[src/rtl/seg14_msg_scroller.sv]
// Message buffer and 14-segment character generator for the 12-digit display scanner.
// Build option SEG14_SCROLL_EN compiles in left-scrolling of messages longer than 12 characters.
module seg14_msg_scroller #(
  parameter int MSG_DEPTH  = 32,
  parameter int SCROLL_DIV = 12000000
) (
  input  logic        clk,
  input  logic        rst_n,
  input  logic        wr_valid,
  output logic        wr_ready,
  input  logic [5:0]  wr_char,
  input  logic        wr_last,
  input  logic        digit_req,
  input  logic [3:0]  digit_idx,
  output logic        seg_valid,
  output logic [13:0] segm,
  output logic [5:0]  msg_len,
  output logic        busy
);
  // state  | meaning
  // SHOW   | committed message on display, waiting for the first beat of a new one
  // LOAD   | receiving beats of a new message, display blanked
  // COMMIT | one cycle publishing the new length, no beat accepted
  typedef enum logic [1:0] {SHOW, LOAD, COMMIT} state_t;

  localparam int         AW     = (MSG_DEPTH > 1) ? $clog2(MSG_DEPTH) : 1;
  localparam logic [5:0] DEPTH6 = 6'(MSG_DEPTH);

  state_t      r_state;
  logic [5:0]  r_cnt;
  logic [5:0]  r_msg_len;
  logic        r_busy;
  logic        r_wr_ready;
  logic [5:0]  r_buf [MSG_DEPTH];
  logic [13:0] r_segm;
  logic        r_seg_valid;

  logic        w_acc;
  logic [5:0]  w_wptr;
  logic        w_wr_en;
  logic [5:0]  w_cnt_nxt;
  logic [5:0]  w_offset;
  logic [6:0]  w_sum;
  logic [6:0]  w_wrap;
  logic        w_blank;
  logic [5:0]  w_char;

  function automatic logic [13:0] f_glyph(input logic [5:0] c);
    logic [13:0] g;
    g = 14'd0;
    case (c)
      6'd1:  g = 14'b1110111_1000000;
      6'd2:  g = 14'b1111000_1010010;
      6'd3:  g = 14'b1001110_0000000;
      6'd4:  g = 14'b1111000_0010010;
      6'd5:  g = 14'b1001111_0000000;
      6'd6:  g = 14'b1000111_0000000;
      6'd7:  g = 14'b1011110_1000000;
      6'd8:  g = 14'b0110111_1000000;
      6'd9:  g = 14'b1001000_0010010;
      6'd10: g = 14'b0111100_0000000;
      6'd11: g = 14'b0000111_0001100;
      6'd12: g = 14'b0001110_0000000;
      6'd13: g = 14'b0110110_0101000;
      6'd14: g = 14'b0110110_0100100;
      6'd15: g = 14'b1110110_0100100;
      6'd16: g = 14'b1111110_0000000;
      6'd17: g = 14'b1100111_1000000;
      6'd18: g = 14'b1111110_0000100;
      6'd19: g = 14'b1100111_1000100;
      6'd20: g = 14'b1011011_1000000;
      6'd21: g = 14'b1000000_0010010;
      6'd22: g = 14'b0111110_0000000;
      6'd23: g = 14'b0000110_0001001;
      6'd24: g = 14'b0110110_0000101;
      6'd25: g = 14'b0000000_0101101;
      6'd26: g = 14'b0000000_0101010;
      6'd27: g = 14'b1001000_0001001;
      6'd28: g = 14'b1111110_0001001;
      6'd29: g = 14'b0110000_0001000;
      6'd30: g = 14'b1101101_1000000;
      6'd31: g = 14'b1111000_1000000;
      6'd32: g = 14'b0110011_1000000;
      6'd33: g = 14'b1001011_0000100;
      6'd34: g = 14'b1011111_1000000;
      6'd35: g = 14'b1110000_0000000;
      6'd36: g = 14'b1111111_1000000;
      6'd37: g = 14'b1111011_1000000;
      default: g = 14'd0;
    endcase
    return g;
  endfunction

  assign w_acc     = wr_valid && r_wr_ready;
  // The first beat of a message always lands at address 0, whatever count is left over.
  assign w_wptr    = (r_state == LOAD) ? r_cnt : 6'd0;
  assign w_wr_en   = w_acc && (w_wptr < DEPTH6);
  assign w_cnt_nxt = w_wr_en ? w_wptr + 6'd1 : w_wptr;

  always_ff @(posedge clk or negedge rst_n) begin
    if (!rst_n) begin
      r_state    <= SHOW;
      r_cnt      <= 6'd0;
      r_msg_len  <= 6'd0;
      r_busy     <= 1'b0;
      r_wr_ready <= 1'b1;
    end else begin
      case (r_state)
        SHOW, LOAD: begin
          if (w_acc) begin
            r_cnt      <= w_cnt_nxt;
            r_state    <= wr_last ? COMMIT : LOAD;
            r_busy     <= 1'b1;
            r_wr_ready <= !wr_last;
          end
        end
        COMMIT: begin
          r_msg_len  <= r_cnt;
          r_state    <= SHOW;
          r_busy     <= 1'b0;
          r_wr_ready <= 1'b1;
        end
        default: begin
          r_state    <= SHOW;
          r_busy     <= 1'b0;
          r_wr_ready <= 1'b1;
        end
      endcase
    end
  end

  always_ff @(posedge clk) begin
    if (w_wr_en) r_buf[AW'(w_wptr)] <= wr_char;
  end

`ifdef SEG14_SCROLL_EN
  localparam int PW = $clog2(SCROLL_DIV);

  logic [PW-1:0] r_presc;
  logic [5:0]    r_offset;

  always_ff @(posedge clk or negedge rst_n) begin
    if (!rst_n) begin
      r_presc  <= '0;
      r_offset <= 6'd0;
    end else if (r_state == COMMIT || r_msg_len <= 6'd12) begin
      r_presc  <= '0;
      r_offset <= 6'd0;
    end else if (r_presc == PW'(SCROLL_DIV - 1)) begin
      r_presc  <= '0;
      r_offset <= (r_offset + 6'd1 == r_msg_len) ? 6'd0 : r_offset + 6'd1;
    end else begin
      r_presc  <= r_presc + 1'b1;
    end
  end

  assign w_offset = r_offset;
`else
  wire w_unused_div = ^32'(SCROLL_DIV);
  assign w_offset = 6'd0;
`endif

  // offset < len and idx < len, so one conditional subtract is a full modulo.
  assign w_sum   = {1'b0, w_offset} + {3'b000, digit_idx};
  assign w_wrap  = (w_sum >= {1'b0, r_msg_len}) ? w_sum - {1'b0, r_msg_len} : w_sum;
  assign w_blank = r_busy || (digit_idx > 4'd11) || ({2'b00, digit_idx} >= r_msg_len);
  assign w_char  = r_buf[AW'(w_wrap)];

  always_ff @(posedge clk or negedge rst_n) begin
    if (!rst_n) begin
      r_segm      <= 14'd0;
      r_seg_valid <= 1'b0;
    end else begin
      r_seg_valid <= digit_req;
      if (digit_req) r_segm <= w_blank ? 14'd0 : f_glyph(w_char);
    end
  end

  assign wr_ready  = r_wr_ready;
  assign busy      = r_busy;
  assign msg_len   = r_msg_len;
  assign segm      = r_segm;
  assign seg_valid = r_seg_valid;
endmodule

[config.mk]
export PLATFORM = sky130hd
export DESIGN_NAME = seg14_msg_scroller
export DESIGN_NICKNAME = d
export VERILOG_FILES = /design/src/rtl/seg14_msg_scroller.sv
export SDC_FILE = /design/constraint.sdc
export NUM_CORES = 1
export LEC_CHECK = 0
export ABC_AREA = 1
export CAP_MARGIN = 20
export CORE_MARGIN = 4
export CORE_UTILIZATION = 44
export CTS_CLUSTER_DIAMETER = 100
export DETAILED_ROUTE_END_ITERATION = 8
export PLACE_DENSITY = 0.6
export SLEW_MARGIN = 20
export SYNTH_ARGS = -nofsm -noshare
export SYNTH_HDL_FRONTEND = slang
export SYNTH_SLANG_ARGS = --single-unit
[constraint.sdc]
create_clock -name clk -period 3.88 [get_ports clk]
set_input_delay 0.776 -clock clk [delete_from_list [all_inputs] [get_ports clk]]
set_output_delay 0.776 -clock clk [all_outputs]
set_load 0.1 [all_outputs]
# [Word-level counts from Yosys, hierarchy flattened]
# Memory sizes are Yosys's and may differ from the RTL's.
# Index checks and enable logic that the tools add are counted.
[totals] register_bits=31 ramBits=192 rom_bits=896 in_bits=15 output_inout_bits=23 n_memories=2
[mem_list] name="(no name shown)" depth=64 word_bits=14 rd=1 rd_ports_with_merged_regs=0 wr=0 line="51" rtl="case (c)"
[mem_list] name="r_buf" depth=32 word_bits=6 rd=1 rd_ports_with_merged_regs=0 wr=1 line="34" rtl="logic [5:0] r_buf [MSG_DEPTH];"
[classes] add_sub_neg=2 magnitude_cmp=4 eq_ne=3 n_mux=13 reduce_logical=8
[ops] cell="two-way mux 14 bit" n=1
[ops] cell=">= comparator 4 x 6 -> 1 bit" n=2
[ops] cell="two-way mux 6 bit" n=2
[ops] cell="adder 6 x 1 -> 6 bit, second input constant" n=1
[ops] cell="less-than comparator 6 bit, second input constant" n=1
[ops] cell="two-way mux 1 bit" n=6
[ops] cell="two-way mux 2 bit" n=3
[ops] cell="two-way mux 5 bit" n=1
[ops] cell="subtractor 4 x 5 -> 5 bit" n=1
[ops] cell="> comparator 4 bit, second input constant" n=1
[ops] cell="== test 2 x 1 -> 1 bit, second input constant" n=1
[ops] cell="== test 2 bit, second input constant" n=1
[ops] cell="logical AND 1 bit" n=2
[ops] cell="logical NOT 2 bit" n=1
[ops] cell="logical OR 1 bit" n=2
[ops] cell="!= test 2 bit, second input constant" n=1
[ops] cell="AND reduction 2 bit" n=1
[ops] cell="OR reduction 2 bit" n=1
[ops] cell="logical NOT 1 bit" n=1

# [Longest topological paths before layout]
# Gate-level depths: netlist (run 1).
[logic_depth] depth_word=6 mapped_depth=32 ltp_nobuf=30

# [Least setup slack after synthesis (run 1)]
# Ideal clock, no wire load.
[synth_timing] path_kind="reg2reg" startpoint="register r_msg_len[0], in the netlist msg_len[0]" endpoint="register r_segm[10], in the netlist segm[10]" arrival_time_ns=4.009 t_required_ns=3.760 path_slack_ns=-0.249 stages_incl_launch_ff=31 synth_period_minus_slack_ns=4.129 cell_sequence="dfrtp_1 > ha_1 > inv_1 > fa_1 > nand2_1 > nand2_1 > nand2_1 > nand2_2 > nand2_1 > nand2_1 > o21ai_1 > buf_4 > buf_2 > nand3_1 > nand3_1 > nand3_1 > nand2_1 > nand2_1 > nand2_2 > inv_1 > ha_1 > inv_1 > nand3_1 > nand2_1 > nand2_1 > nand2_1 > inv_1 > nand2_1 > nand2_1 > nand2_1 > nand2_1"
[synth_via] elab_chain_len=5
[synth_rtl] element="from (decl)" line="31" rtl="logic [5:0] r_msg_len;"
[synth_rtl] element="from (signal assigned)" line="118" rtl="r_msg_len <= r_cnt;"
[synth_rtl] element="subtractor 4 x 5 -> 5 bit or >= comparator 4 x 6 -> 1 bit (tied branches)" line="165, 166"
[synth_rtl] element="two-way mux 5 bit" line="165" rtl="assign w_wrap = (w_sum >= {1'b0, r_msg_len}) ? w_sum - {1'b0, r_msg_len} : w_sum;"
[synth_rtl] element="memory (32 x 6 bit)"
[synth_rtl] element="memory (64 x 14 bit)"
[synth_rtl] element="two-way mux 14 bit *" line="175" rtl="if (digit_req) r_segm <= w_blank ? 14'd0 : f_glyph(w_char);"
[synth_rtl] element="to (signal assigned)" line="175"
[synth_rtl] element="to (decl)" line="35" rtl="logic [13:0] r_segm;"
# Mark *: on every way between the ends. The rest lies on a longest branch, timed or not.
# A chain may end at the register's enable or synchronous reset.

# [Worst setup path in the final report (run 1)]
[layout_timing] startpoint="input digit_idx[3]" endpoint="register r_segm[11], in the netlist segm[11]"
[layout_via] elab_chain_len=5
[layout_rtl] element="from (decl)" line="14" rtl="input logic [3:0] digit_idx,"
[layout_rtl] element="subtractor 4 x 5 -> 5 bit or >= comparator 4 x 6 -> 1 bit (tied branches)" line="165, 166"
[layout_rtl] element="two-way mux 5 bit" line="165"
[layout_rtl] element="memory (32 x 6 bit)"
[layout_rtl] element="memory (64 x 14 bit)"
[layout_rtl] element="two-way mux 14 bit *" line="175"
# Marks and branches as above.

==> flow_summary.yaml, run 1 <==
synth:
  synth_fa_ha_area_frac: 0.0204
  synth_top_family_by_area: "simple AND/OR/NAND/NOR gates"
  synth-xor-area-share: 0.00325
  syn_avg_cell_area_um2: 9.45
  synthMuxAreaShare: 0
  synth_top_area_frac: 0.534
  synthesis.area_um2: 10800
  syn-num-nets: 1173
  synth-compound-area-share: 0.0327
  synth_area_leaders: "edfxtp_1, nand2_1, nand3_1, dfrtp_1, inv_1"
  yosys.area.top_type: "edfxtp_1"
  yosysSeqAreaShare: 0.606
  yosys.area_share.simple: 0.253
  synth_seq_cells: 223
  synth_cells: 1141
  yosysUniqueCellTypes: 37
  synth_warnings: 0
timing:
  max_clock_freq_mhz: 266
  worst_pin_slew_ns: 0.984
  setup_viol: 0
  fin_crit_ns: 3.76
  maxSlewViolCount: 0
  hold_ws_ns: 0.474
  hold_viol_final: 0
  fin_skew_ns: 0.0215
  finalCritPeriodShare: 0.969
  slew_headroom: 0.342
critical_path:
  arrival_ns: 4.23
  start_kind: "input pin"
  critPathMaxFanout: 7
  reg2reg_from: "msg_len[0]$_DFFE_PN0N_"
  cp-end-kind: "register"
  reg2reg_depth: 27
  cp.required_ns: 4.35
  r2r_end: "segm[11]$_DFFE_PN0P_"
  r2r_slack_ns: 0.27
  crit_type: "input pin to register"
floorplanning:
  die_area_um2: 27100
  core_area_um2: 24200
  die_x_um: 165
  initial_core_util: 0.445
  rows: 57
  io_pins: 38
  die_y_um: 165
status:
  status: "completed"
cts:
  clk_path_buf_depth: 3
  clock-sinks: 223
  h-tree-depth: 1
  path_clk_slew_ns: 0.06
  cts_tree: "yes"
  clk_latency_ns: 0.54
  cts_hold_buf: 0
  cts_made_buffers: 26
  root_buffer: "clkbuf_16"
layout:
  drive_above_1_share: 0.195
  diodes: 0
  final_common_cell: "nand2_1"
  fillerInstances: 2153
  nets: 1334
  syn_to_final_growth_pct: 28.2
  mostFrequentLayoutCells: "nand2_1, edfxtp_1, nand3_1"
drt:
  via_per_inst: 5.16
  post_drt_wl_per_cell_um: 18.5
  final_antenna_net_count: 0
  vias: 8485
  first_pass_iters: 5
  wl_um: 30400
  drt_iter0_drc: 828
  drc: 0
grt:
  gr-total-overflow: 0
  first_global_vias: 8143
  grt_max_degree: 47
  antenna_found_initial: 0
  grt_pass1_wl_um: 44900
  grt_usage: 0.214
placement:
  numPortBuffers: 37
  hpwl_um: 18700
  gp_congestion: 0.904
min_path:
  holdPathEnd: "segm[2]$_DFFE_PN0P_"
  worstHoldPathType: "register to register"
  hold_path_depth: 2
  hp-start: "segm[2]$_DFFE_PN0P_"
run:
  max-cap-violations: 0
what timing repair did:
| item | CTS | global route |
|---|---|---|
| gates resized for setup | 6 | 60 |
| endpoints found under the setup margin | 4 | 14 |
| pin swaps | 2 | 18 |
| gates cloned | 1 | 8 |
| setup buffers | 1 | 14 |
| endpoints found under the hold margin | 0 | 0 |
logic make-up after synthesis:
| family | after synthesis |
|---|---|
| DFF | 223 |
| AOI/OAI and AO/OA | 60 |
| buffers and inverters | 208 |
| and+or+nand+nor | 629 |
| adders and majority gates | 17 |
| xor gates and xnor gates | 4 |
state kept, by name (all words and copies together) (netlist names):
name and flops:
msg_len 6, segm 14, busy 1, r_buf 192
wr_ready 1, r_cnt 6, seg_valid 1, r_state 2
critical path, cell delays in order:
cell	delay, ns
clkdlybuf4s50_1	0.43
ha_1	0.35
nand2_2	0.09
nor2_4	0.10
inv_2	0.05
nand2_4	0.07
nand2_2	0.06
buf_4	0.14
o21ai_4	0.37
clkbuf_16	0.24
nand3_1	0.08
nand3_1	0.08
nand3_1	0.11
nand2_1	0.08
nand2_1	0.08
nand2_4	0.10
inv_2	0.06
buf_4	0.15
buf_4	0.13
ha_1	0.21
buf_4	0.13
nand2_1	0.08
nand2_1	0.06
nand2_1	0.06
nand2_1	0.07
nand2_1	0.06
synthesized netlist by cell type:
cell	number
a31oi_1	1
clkbuf_1	3
buf_2	22
nand3_2	2
o21bai_1	3
buf_6	8
a21oi_1	6
dfstp_2	1
o21ai_0	29
nor2_2	1
o21ai_2	2
inv_1	159
o32ai_1	1
nand2_4	1
or2_2	1
buf_4	11
nand2_2	8
o22ai_1	1
nand3_1	193
o21ai_4	1
o21ai_1	10
fa_1	1
nand4_2	1
xor2_1	3
nand3b_1	3
nor2_1	63
edfxtp_1	192
xnor2_1	1
nand2_1	340
ha_1	16
o211ai_1	5
nand4_1	7
nor3_1	4
o211ai_2	1
dfrtp_1	30
inv_2	5
nor2_4	5
area by class of cell:
cell class	count	area, um2	share of cell area
multi-input combinational	711	3570	0.258
tap	324	405	0.0293
clock inverter	19	251	0.0182
timing repair buffer	176	1770	0.128
clock buffer	28	658	0.0476
inverter	164	631	0.0456
sequential	223	6550	0.473
metrics by stage:
stage | utilization | instances | setup TNS, ns | worst slack, ns | instance area, um2
4_1_cts | 0.549 | 1623 | 0 | 0.0236 | 13300
2_1_floorplan | - | 1141 | 0 | 0.00456 | 10800
3_3_place_gp | 0.508 | 1574 | -6.96 | -0.543 | 12300
3_5_place_dp | 0.508 | 1574 | -7.42 | -0.582 | 12300
6_report | 0.570 | 1645 | 0 | 0.121 | 13800
5_1_grt | 0.570 | 1645 | -0.257 | -0.0563 | 13800
worst max path at each step:
stage / start / endpoint / slack [ns] / depth (start not counted)
floorplan: digit_idx[0] / segm[10]$_DFFE_PN0P_ / 0.005 / 31
global placement: digit_idx[0] / segm[1]$_DFFE_PN0P_ / -0.54 / 24
detailed placement: digit_idx[0] / segm[1]$_DFFE_PN0P_ / -0.58 / 24
CTS: digit_idx[0] / segm[1]$_DFFE_PN0P_ / 0.02 / 28
global route: digit_idx[2] / segm[10]$_DFFE_PN0P_ / -0.06 / 28
finish: digit_idx[3] / segm[11]$_DFFE_PN0P_ / 0.12 / 26
metal layers:
layer	global-route usage	wire [um]	part of all wire
met3	0.0285	2050	0.067
met1	0.294	12800	0.42
met5	0	0	0
met4	0.0563	822	0.027
met2	0.360	14700	0.48
Power of run 1 is left out: the tool's default activity adds up to more than one toggle a clock period on the data nets, which glitch-free logic cannot reach.
==> inputs of run 2 (changes only) <==
--- a/config.mk
+++ b/config.mk
@@ -11,6 +11,7 @@
 export CORE_UTILIZATION = 44
 export CTS_CLUSTER_DIAMETER = 100
 export DETAILED_ROUTE_END_ITERATION = 8
+export GPL_ROUTABILITY_DRIVEN = 0
 export PLACE_DENSITY = 0.6
 export SLEW_MARGIN = 20
 export SYNTH_ARGS = -nofsm -noshare
==> flow_summary.yaml, run 2 (synthesis results as in run 1) <==
timing:
  fin_tns_setup_ns: 0
  layout_setup_ws_ns: 0.218
  finalCritPeriodShare: 0.944
  fin_crit_ns: 3.66
  max_clock_freq_mhz: 273
  slew_headroom: 0.351
  maxSlewViolCount: 0
  worst_pin_slew_ns: 0.970
  hold_viol_final: 0
  rsz0062_at_grt: "no"
  fin_skew_ns: 0.0282
  setup_viol: 0
cts:
  clk_path_buf_depth: 3
  cts_hold_buf: 0
  h-tree-depth: 1
  path_clk_slew_ns: 0.06
  root_buffer: "clkbuf_16"
  cts_tree: "yes"
  cts_made_buffers: 25
  clk_latency_ns: 0.55
  clock-sinks: 223
critical_path:
  reg2reg_from: "msg_len[0]$_DFFE_PN0N_"
  r2r_end: "segm[11]$_DFFE_PN0P_"
  start_kind: "input pin"
  arrival_ns: 4.09
  reg2reg_depth: 24
  crit_type: "input pin to register"
  r2r_slack_ns: 0.32
  critPathMaxFanout: 21
  cp-end-kind: "register"
  cp.required_ns: 4.31
drt:
  final_antenna_net_count: 0
  post_drt_wl_per_cell_um: 18.0
  via_per_inst: 5.17
  drt_iter0_drc: 828
  first_pass_iters: 6
  vias: 8432
  wl_um: 29300
  drc: 0
layout:
  mostFrequentLayoutCells: "nand2_1, edfxtp_1, nand3_1"
  nets: 1322
  regMostFlops: "r_buf"
  fillerInstances: 2149
  syn_to_final_growth_pct: 25.1
  final_common_cell: "nand2_1"
  largest_reg_flops: 192
  diodes: 0
  drive_above_1_share: 0.176
floorplanning:
  die_area_um2: 27100
  die_x_um: 165
  die_y_um: 165
  initial_core_util: 0.445
  core_area_um2: 24200
  io_pins: 38
  rows: 57
grt:
  antenna_found_initial: 0
  gr-total-overflow: 0
  grt_usage: 0.219
  grt_max_degree: 45
  first_global_vias: 8319
  grt_pass1_wl_um: 45800
placement:
  hpwl_um: 18500
  preCtsSetupSlack_ns: -0.612
  numPortBuffers: 37
min_path:
  hold_path_depth: 2
  worstHoldPathType: "register to register"
  holdPathEnd: "segm[3]$_DFFE_PN0P_"
  hp-start: "segm[3]$_DFFE_PN0P_"
status:
  status: "completed"
run:
  max-cap-violations: 0
run 2: cell count changes in the layout (fill, tap and decap cells not counted), moves of 3 or more:
cell / change
nand2_1: +5
inv_1: +3
buf_16: +5
bufinv_16: -4
clkbuf_16: -8
o21ai_1: -3
nand3_1: +8
buf_4: -3
o21ai_2: +3
nand3_2: -7
nand2_2: -4
buf_6: -4
run 2: timing repair:
item                                    4_1_cts  5_1_grt
pin swaps                                     1        7
endpoints found under the setup margin       11       14
cloned                                        6        0
buffers inserted                             11        3
resized for setup                            16       26
endpoints found under the hold margin         0        0
run 2: layout make-up:
class	instances	area, um2	area share
clock buffers	29	641	0.0475
clock inverters	16	125	0.00927
inverters	164	616	0.0456
multi-input cells	710	3510	0.260
flip-flops and latches	223	6550	0.485
well taps	324	405	0.0300
repair buffers	166	1660	0.123
run 2: how the worst max path moves through the flow:
stage / slack [ns] / startpoint / endpoint
global route: 0.01 / digit_idx[3] / segm[10]$_DFFE_PN0P_
floorplan: 0.005 / digit_idx[0] / segm[10]$_DFFE_PN0P_
detailed placement: -0.61 / digit_idx[0] / segm[1]$_DFFE_PN0P_
finish: 0.22 / digit_idx[3] / segm[9]$_DFFE_PN0P_
CTS: 0.002 / digit_idx[0] / segm[13]$_DFFE_PN0P_
global placement: -0.57 / digit_idx[0] / segm[3]$_DFFE_PN0P_
run 2: critical path: stages:
cell,delay (ns)
clkdlybuf4s50_1,0.46
ha_4,0.31
nand2_2,0.07
nor2_4,0.11
nand2_1,0.11
nand4_1,0.16
nand2_4,0.18
buf_12,0.18
buf_16,0.15
o211ai_1,0.19
nand3_1,0.11
nand3_2,0.11
nand3_1,0.10
nand2_2,0.11
buf_4,0.16
ha_2,0.19
inv_1,0.08
nand2_2,0.11
nand3_1,0.12
nand2_1,0.09
nand3_1,0.07
nand2_1,0.07
nand2_1,0.04
run 2: routing by layer:
metal	share of wire	routed length, um	up-vias	GRT usage
li1	-	-	4049	-
met1	0.43	12700	4038	0.304
met2	0.48	14100	284	0.366
met3	0.056	1650	61	0.0265
met4	0.029	857	0	0.0647
met5	0	0	-	0
run 2: metrics by stage:
| step | cells | area [um2] | hold slack [ns] | util |
|---|---|---|---|---|
| finish | 1632 | 13500 | 0.475 | 0.557 |
| global route | 1632 | 13500 | 0.507 | 0.557 |
| CTS | 1629 | 13400 | 0.480 | 0.551 |
| detailed placement | 1567 | 12300 | 0.464 | 0.506 |
| global placement | 1567 | 12300 | 0.465 | 0.506 |
| floorplan | 1141 | 10800 | 0.480 | - |
Power of run 2 is left out for the same reason.
